### src/rtl/child_response_collector_if.sv
// -----------------------------------------------------------------------------
// child_response_collector_if
// Bundles the child-side response handshakes and the single output stage of
// the child response collector.
//
// Signals:
//   ch_valid   [NUM_CHILD]         per-child data valid (child -> collector)
//   ch_ready   [NUM_CHILD]         per-child accept, one-hot or zero
//   ch_data    [NUM_CHILD*DATA_W]  child i occupies [i*DATA_W +: DATA_W]
//   out_valid                      output register holds a word
//   out_ready                      downstream accept
//   out_data   [DATA_W]            registered word
//   out_idx    [IDX_W]             source child of out_data
//   round_seen [NUM_CHILD]         children delivered in the current round
//   round_done                     one-cycle pulse when a round completes
//
// Modports:
//   slave  - the collector itself
//   master - the environment (children plus downstream consumer)
// -----------------------------------------------------------------------------
interface child_response_collector_if #(
  parameter int NUM_CHILD = 5,
  parameter int DATA_W    = 8,
  parameter int IDX_W     = $clog2(NUM_CHILD)
);
  logic [NUM_CHILD-1:0]        ch_valid;
  logic [NUM_CHILD-1:0]        ch_ready;
  logic [NUM_CHILD*DATA_W-1:0] ch_data;
  logic                        out_valid;
  logic                        out_ready;
  logic [DATA_W-1:0]           out_data;
  logic [IDX_W-1:0]            out_idx;
  logic [NUM_CHILD-1:0]        round_seen;
  logic                        round_done;

  modport slave (
    input  ch_valid,
    input  ch_data,
    input  out_ready,
    output ch_ready,
    output out_valid,
    output out_data,
    output out_idx,
    output round_seen,
    output round_done
  );

  modport master (
    output ch_valid,
    output ch_data,
    output out_ready,
    input  ch_ready,
    input  out_valid,
    input  out_data,
    input  out_idx,
    input  round_seen,
    input  round_done
  );
endinterface

### src/rtl/child_response_collector.sv
// -----------------------------------------------------------------------------
// child_response_collector
// Fan-in of NUM_CHILD child response channels into one registered output
// stage. A round-robin arbiter picks at most one child per cycle; each output
// word carries the index of the child it came from. A round completes once
// every child has delivered at least once; with BARRIER=1 a child that has
// already delivered in the current round is held off until the round ends.
//
// Ports:
//   clk    - rising-edge clock
//   rst_n  - asynchronous active-low reset
//   bus    - child_response_collector_if.slave (child handshakes, output
//            stage, round tracking)
// -----------------------------------------------------------------------------
module child_response_collector #(
  parameter int NUM_CHILD = 5,
  parameter int DATA_W    = 8,
  parameter int IDX_W     = $clog2(NUM_CHILD),
  parameter bit BARRIER   = 1'b0
) (
  input logic                      clk,
  input logic                      rst_n,
  child_response_collector_if.slave bus
);

  // One extra bit so ptr + offset never overflows before the modulo fold.
  localparam int                   CW       = IDX_W + 1;
  localparam logic [CW-1:0]        NUM_W    = CW'(NUM_CHILD);
  localparam logic [IDX_W-1:0]     LAST_IDX = IDX_W'(NUM_CHILD - 1);
  localparam logic [NUM_CHILD-1:0] ALL_SEEN = {NUM_CHILD{1'b1}};

  logic                 out_valid_r;
  logic [DATA_W-1:0]    out_data_r;
  logic [IDX_W-1:0]     out_idx_r;
  logic [IDX_W-1:0]     ptr_r;
  logic [NUM_CHILD-1:0] round_seen_r;
  logic                 round_done_r;

  logic [NUM_CHILD-1:0] eligible_s;
  logic [CW-1:0]        cand_s;
  logic                 found_s;
  logic [IDX_W-1:0]     grant_s;
  logic [DATA_W-1:0]    grant_data_s;
  logic                 can_accept_s;
  logic                 accept_s;
  logic [NUM_CHILD-1:0] onehot_s;
  logic [NUM_CHILD-1:0] ch_ready_s;
  logic [NUM_CHILD-1:0] seen_next_s;
  logic                 round_full_s;
  logic [IDX_W-1:0]     ptr_next_s;

  // Candidates for arbitration; the barrier masks children already seen.
  always_comb begin
    eligible_s = bus.ch_valid;
    if (BARRIER) begin
      eligible_s = bus.ch_valid & ~round_seen_r;
    end else begin
      eligible_s = bus.ch_valid;
    end
  end

  // Round-robin search: first eligible child at or after ptr, wrapping
  // explicitly modulo NUM_CHILD so non-power-of-two counts never yield
  // an unused index code.
  always_comb begin
    found_s = 1'b0;
    grant_s = '0;
    cand_s  = '0;
    for (int k = 0; k < NUM_CHILD; k++) begin
      cand_s = {1'b0, ptr_r} + CW'(k);
      if (cand_s >= NUM_W) begin
        cand_s = cand_s - NUM_W;
      end else begin
        cand_s = cand_s;
      end
      if (!found_s && eligible_s[cand_s[IDX_W-1:0]]) begin
        found_s = 1'b1;
        grant_s = cand_s[IDX_W-1:0];
      end else begin
        found_s = found_s;
        grant_s = grant_s;
      end
    end
  end

  // Select the granted child's data word.
  always_comb begin
    grant_data_s = '0;
    for (int k = 0; k < NUM_CHILD; k++) begin
      if (IDX_W'(k) == grant_s) begin
        grant_data_s = bus.ch_data[k*DATA_W +: DATA_W];
      end else begin
        grant_data_s = grant_data_s;
      end
    end
  end

  // Handshake, round bookkeeping and next pointer for the granted child.
  always_comb begin
    can_accept_s = !out_valid_r || bus.out_ready;
    accept_s     = can_accept_s && found_s;
    onehot_s     = '0;
    onehot_s[grant_s] = 1'b1;
    if (accept_s) begin
      ch_ready_s = onehot_s;
    end else begin
      ch_ready_s = '0;
    end
    seen_next_s  = round_seen_r | onehot_s;
    round_full_s = (seen_next_s == ALL_SEEN);
    if (grant_s == LAST_IDX) begin
      ptr_next_s = '0;
    end else begin
      ptr_next_s = grant_s + IDX_W'(1);
    end
  end

  // Output register, rotation pointer and round tracking.
  always_ff @(posedge clk or negedge rst_n) begin
    if (!rst_n) begin
      out_valid_r  <= 1'b0;
      out_data_r   <= '0;
      out_idx_r    <= '0;
      ptr_r        <= '0;
      round_seen_r <= '0;
      round_done_r <= 1'b0;
    end else if (accept_s) begin
      out_valid_r <= 1'b1;
      out_data_r  <= grant_data_s;
      out_idx_r   <= grant_s;
      ptr_r       <= ptr_next_s;
      if (round_full_s) begin
        round_seen_r <= '0;
        round_done_r <= 1'b1;
      end else begin
        round_seen_r <= seen_next_s;
        round_done_r <= 1'b0;
      end
    end else begin
      // Nothing granted: a drained word empties the stage, a stalled
      // word holds along with the pointer.
      if (can_accept_s) begin
        out_valid_r <= 1'b0;
      end else begin
        out_valid_r <= out_valid_r;
      end
      round_done_r <= 1'b0;
    end
  end

  assign bus.ch_ready   = ch_ready_s;
  assign bus.out_valid  = out_valid_r;
  assign bus.out_data   = out_data_r;
  assign bus.out_idx    = out_idx_r;
  assign bus.round_seen = round_seen_r;
  assign bus.round_done = round_done_r;

endmodule

### src/flat_wrapper.sv
// flat-port wrapper written by rule: the top's interface ports become plain ports
module child_response_collector_flat 
#(
  parameter int NUM_CHILD = 5,
  parameter int DATA_W    = 8,
  parameter int IDX_W     = $clog2(NUM_CHILD),
  parameter bit BARRIER   = 1'b0
)
  (clk, rst_n, bus_ch_valid, bus_ch_data, bus_out_ready, bus_ch_ready, bus_out_valid, bus_out_data, bus_out_idx, bus_round_seen, bus_round_done);
  child_response_collector_if #(.NUM_CHILD(NUM_CHILD), .DATA_W(DATA_W), .IDX_W(IDX_W)) bus_i ();
  input logic clk;
  input logic rst_n;
  input wire logic [$bits(bus_i.ch_valid)-1:0] bus_ch_valid;
  input wire logic [$bits(bus_i.ch_data)-1:0] bus_ch_data;
  input wire logic [$bits(bus_i.out_ready)-1:0] bus_out_ready;
  output wire logic [$bits(bus_i.ch_ready)-1:0] bus_ch_ready;
  output wire logic [$bits(bus_i.out_valid)-1:0] bus_out_valid;
  output wire logic [$bits(bus_i.out_data)-1:0] bus_out_data;
  output wire logic [$bits(bus_i.out_idx)-1:0] bus_out_idx;
  output wire logic [$bits(bus_i.round_seen)-1:0] bus_round_seen;
  output wire logic [$bits(bus_i.round_done)-1:0] bus_round_done;
  assign bus_i.ch_valid = bus_ch_valid;
  assign bus_i.ch_data = bus_ch_data;
  assign bus_i.out_ready = bus_out_ready;
  assign bus_ch_ready = bus_i.ch_ready;
  assign bus_out_valid = bus_i.out_valid;
  assign bus_out_data = bus_i.out_data;
  assign bus_out_idx = bus_i.out_idx;
  assign bus_round_seen = bus_i.round_seen;
  assign bus_round_done = bus_i.round_done;
  child_response_collector #(.NUM_CHILD(NUM_CHILD), .DATA_W(DATA_W), .IDX_W(IDX_W), .BARRIER(BARRIER)) u_core (.clk(clk), .rst_n(rst_n), .bus(bus_i));
endmodule
### config.mk
export PLATFORM = sky130hd
export DESIGN_NAME = child_response_collector_flat
export DESIGN_NICKNAME = d
export VERILOG_FILES = /design/src/rtl/child_response_collector_if.sv /design/src/rtl/child_response_collector.sv /design/src/flat_wrapper.sv
export SDC_FILE = /design/constraint.sdc
export NUM_CORES = 1
export LEC_CHECK = 0
export BUFFER_PORTS_ARGS = -buffer_cell sky130_fd_sc_hd__buf_2
export CAP_MARGIN = 20
export CORE_MARGIN = 3
export CORE_UTILIZATION = 55
export CTS_BUF_LIST = sky130_fd_sc_hd__clkbuf_16
export CTS_CLUSTER_SIZE = 30
export DETAILED_ROUTE_END_ITERATION = 10
export PLACE_DENSITY = 0.83
export RECOVER_POWER = 100
export SLEW_MARGIN = 10
export SYNTH_ARGS = -nofsm -noshare
export SYNTH_HDL_FRONTEND = slang
export SYNTH_SLANG_ARGS = --single-unit
export TNS_END_PERCENT = 5
### constraint.sdc
create_clock -name clk -period 8.7 [get_ports clk]
set_input_delay 2.61 -clock clk [delete_from_list [all_inputs] [get_ports clk]]
set_output_delay 2.61 -clock clk [all_outputs]
set_load 0.1 [all_outputs]
==> impl_results.md <==
- Worst Path Buf+Inv: 3
- Placed Cells: between 400 and 500
- Synth Instances: roughly 320
- Synth top area cells: dfrtp_1 20%, ha_1 6.3%, a21oi_1 4.8%
- CP endpoint kind: output pin
- Clock slew at reported path FFs: 0.06 ns
- Post-synthesis sequential area ratio: between 20% and 30%
- Number of max-cap violations: 0
- Gr busiest metal: met2
- CTS tree: built
- Layout cell share with drive strength beyond 1: about a quarter
- Synth Register Bits: 21
- Drt drc: 0
- Hold_buf cts: 0
- Critical Path RT: between 6 and 7 ns
- Max FO, Critical Path: 9
- Area share of the largest cell type after synthesis: approximately 20%
- Arr. time, crit path: approximately 5.6 ns
- Hold Crit Class: reg2reg
- Number of synthesized flops with an enable pin: 0
- WS Path Type: in2out
- Dpl hpwl: between 5000 and 6000 um
- Max incr delay on CP: between 0.5 and 0.6 ns
- Post-CTS Resized: 0
- Io pins: 71
- Antenna cells: 0
- Top_reg_cell synth: dfrtp_1
- First-pass DRT Iterations: 5
- M1 GR Usage: around 36%
- Iter 0 DRT Violations: approximately 250
- Longest Clk Path Bufs: 2
- Worst rel slew slack: approximately a fifth
- Post-DRT Antenna Nets: 0
- Setup crit start kind: input port
- Yosys top cell by area: dfrtp_1
- Post-Syn Nets: 380
- # port buffers: 70
- Vias in the first global route: about 2500
- Final Max Slew Viols: 0
- Warnings, synthesis: 0
- Initial Utilization: roughly three fifths
- Crit-path slowest cell: or3_1
- Global-route wire length before repair: ~12000 um
- Max Freq: 122 MHz
- Met2 usage: roughly 44%
- Asr flop ratio synth: 100%
- Wirelength per Cell: between 15 and 20 um
- Vias per cell: 6.32
- GRT Util Overall: a little over a quarter
- Outcome: completed
- Clock Latency Late Sink: 0.25 ns
- Total CTS buffers: 3
- Cell family with most CP delay: compound AO/OA/AOI/OAI gates
- # setup viols final: 0
- Post-Syn Area: 2580 um^2
- Setup bufs post-CTS: 0
- CTS Sinks: 21
- Worst slew pin tran: ~1.2 ns
- Final period util: 94.1%
- Final Wtd Congestion: between 0.9 and 1
- Cell Count, Final, Fillers Out: 430
- Initial antenna violation count: 0
- Global Route met3 Usage: between 2 and 2.5%
- Final Skew: 0.000827 ns
- RSZ-0062 raised after global routing: false
- DIE AREA: between 5000 and 6000 um^2
- Post-synth top cells: 32 x nand2_1, 29 x nor2_1, 25 x a21oi_1
- Syn Area/Cell: between 8 and 9 um^2
- Site row count: 24
- Clock period minus worst slack: between 8 and 9 ns
- Final net count: approximately 440
- Area growth syn-to-layout: 15.1%
- Total Wirelength: 7350 um
- Chip width: 74.6 um
- Most frequent cell after synthesis: nand2_1
- Pin count of the biggest net entering global routing: 35
- Vias after detailed routing: approximately 2700
- Final Hold Viols: 0
- Root Driver: clkbuf_16
- H-Tree Depth: 1
- Synth cell types: 80
- Crit-path cells: buf_2 -> nand2b_1 -> a21oi_1 -> o21ai_0 -> o21ai_0 -> or3_1 -> o22ai_2 -> inv_1 -> nor3_2 -> buf_2
- Core area: around 4400 um^2
- Die Span Y: between 70 and 80 um
- Total gr overflow: 0
## worst paths after layout
check / start / end / slack [ns] / depth (start not counted)
worst max-delay path: bus_ch_valid[1] / bus_ch_ready[2] / 0.51 / 10
worst min-delay path: u_core.bus.out_idx[0] / u_core.bus.out_idx[0] / 0.48 / 1
worst max register to register: u_core.ptr_r[0] / u_core.bus.out_data[0] / 3.27 / 17
worst min register to register: u_core.bus.out_idx[0] / u_core.bus.out_idx[0] / 0.48 / 1
max in group asynchronous: rst_n / u_core.bus.out_data[4] / 5.48 / 1
min in group asynchronous: rst_n / u_core.bus.out_data[1] / 2.55 / 1
## kinds of logic after synthesis
kind of cell,Yosys count,share of synthesized area [%]
AND/OR/NAND/NOR,129,26.0
AO/OA/AOI/OAI,112,35.8
buffers and inverters,29,5.32
flip-flops,21,20.3
adder cells (fa/ha/maj),14,7.07
multiplexers,10,4.50
XOR/XNOR,3,1.02
## area by class of cell
cell class	count	area, um^2
multi-input combinational	268	1920
fill	384	1470
sequential	21	526
timing repair buffer	73	345
clock buffer	3	75.1
tap	52	65.1
inverter	12	45.0
clock inverter	1	3.75
## flip-flops by register name (all words and copies together), names as in the netlist
name / count
u_core.bus.out_data: 8
u_core.bus.out_idx: 3
u_core.bus.out_valid: 1
u_core.bus.round_done: 1
u_core.bus.round_seen: 5
u_core.ptr_r: 3
## cells in the final DEF, fill, tap and decap left out, types with 6 or more instances in the layout
cell and count:
ha_1 13, o21ai_0 16, mux2i_1 6, a21oi_1 25, inv_1 11, nand2b_1 8, a221oi_1 9, dfrtp_1 21
nand3_1 13, nor2_1 29, clkbuf_1 20, buf_2 47, nor2b_1 7, nand2_1 32, nor3_1 8
## per-stage QoR
step           area, um^2  util [%]  setup TNS (ns)  hold slack, ns  worst slack, ns
3_5_place_dp         2940      66.0               0           0.464            0.662
5_1_grt              2980      66.9               0           0.512            0.193
3_3_place_gp         2940      66.0               0           0.460            0.724
4_1_cts              3010      67.8               0           0.479            0.645
6_report             2980      66.9               0           0.482            0.511
2_1_floorplan        2590         -          -0.340           0.772           -0.340
## metal layers
layer | up-vias | share of wire [%]
li1 | 1319 | -
met5 | - | 0
met2 | 123 | 50
met3 | 18 | 6.8
met1 | 1257 | 41
met4 | 0 | 2.4
Power is not shown: default switching activity piles up to over one toggle a cycle in this logic, so the estimate is an artifact.
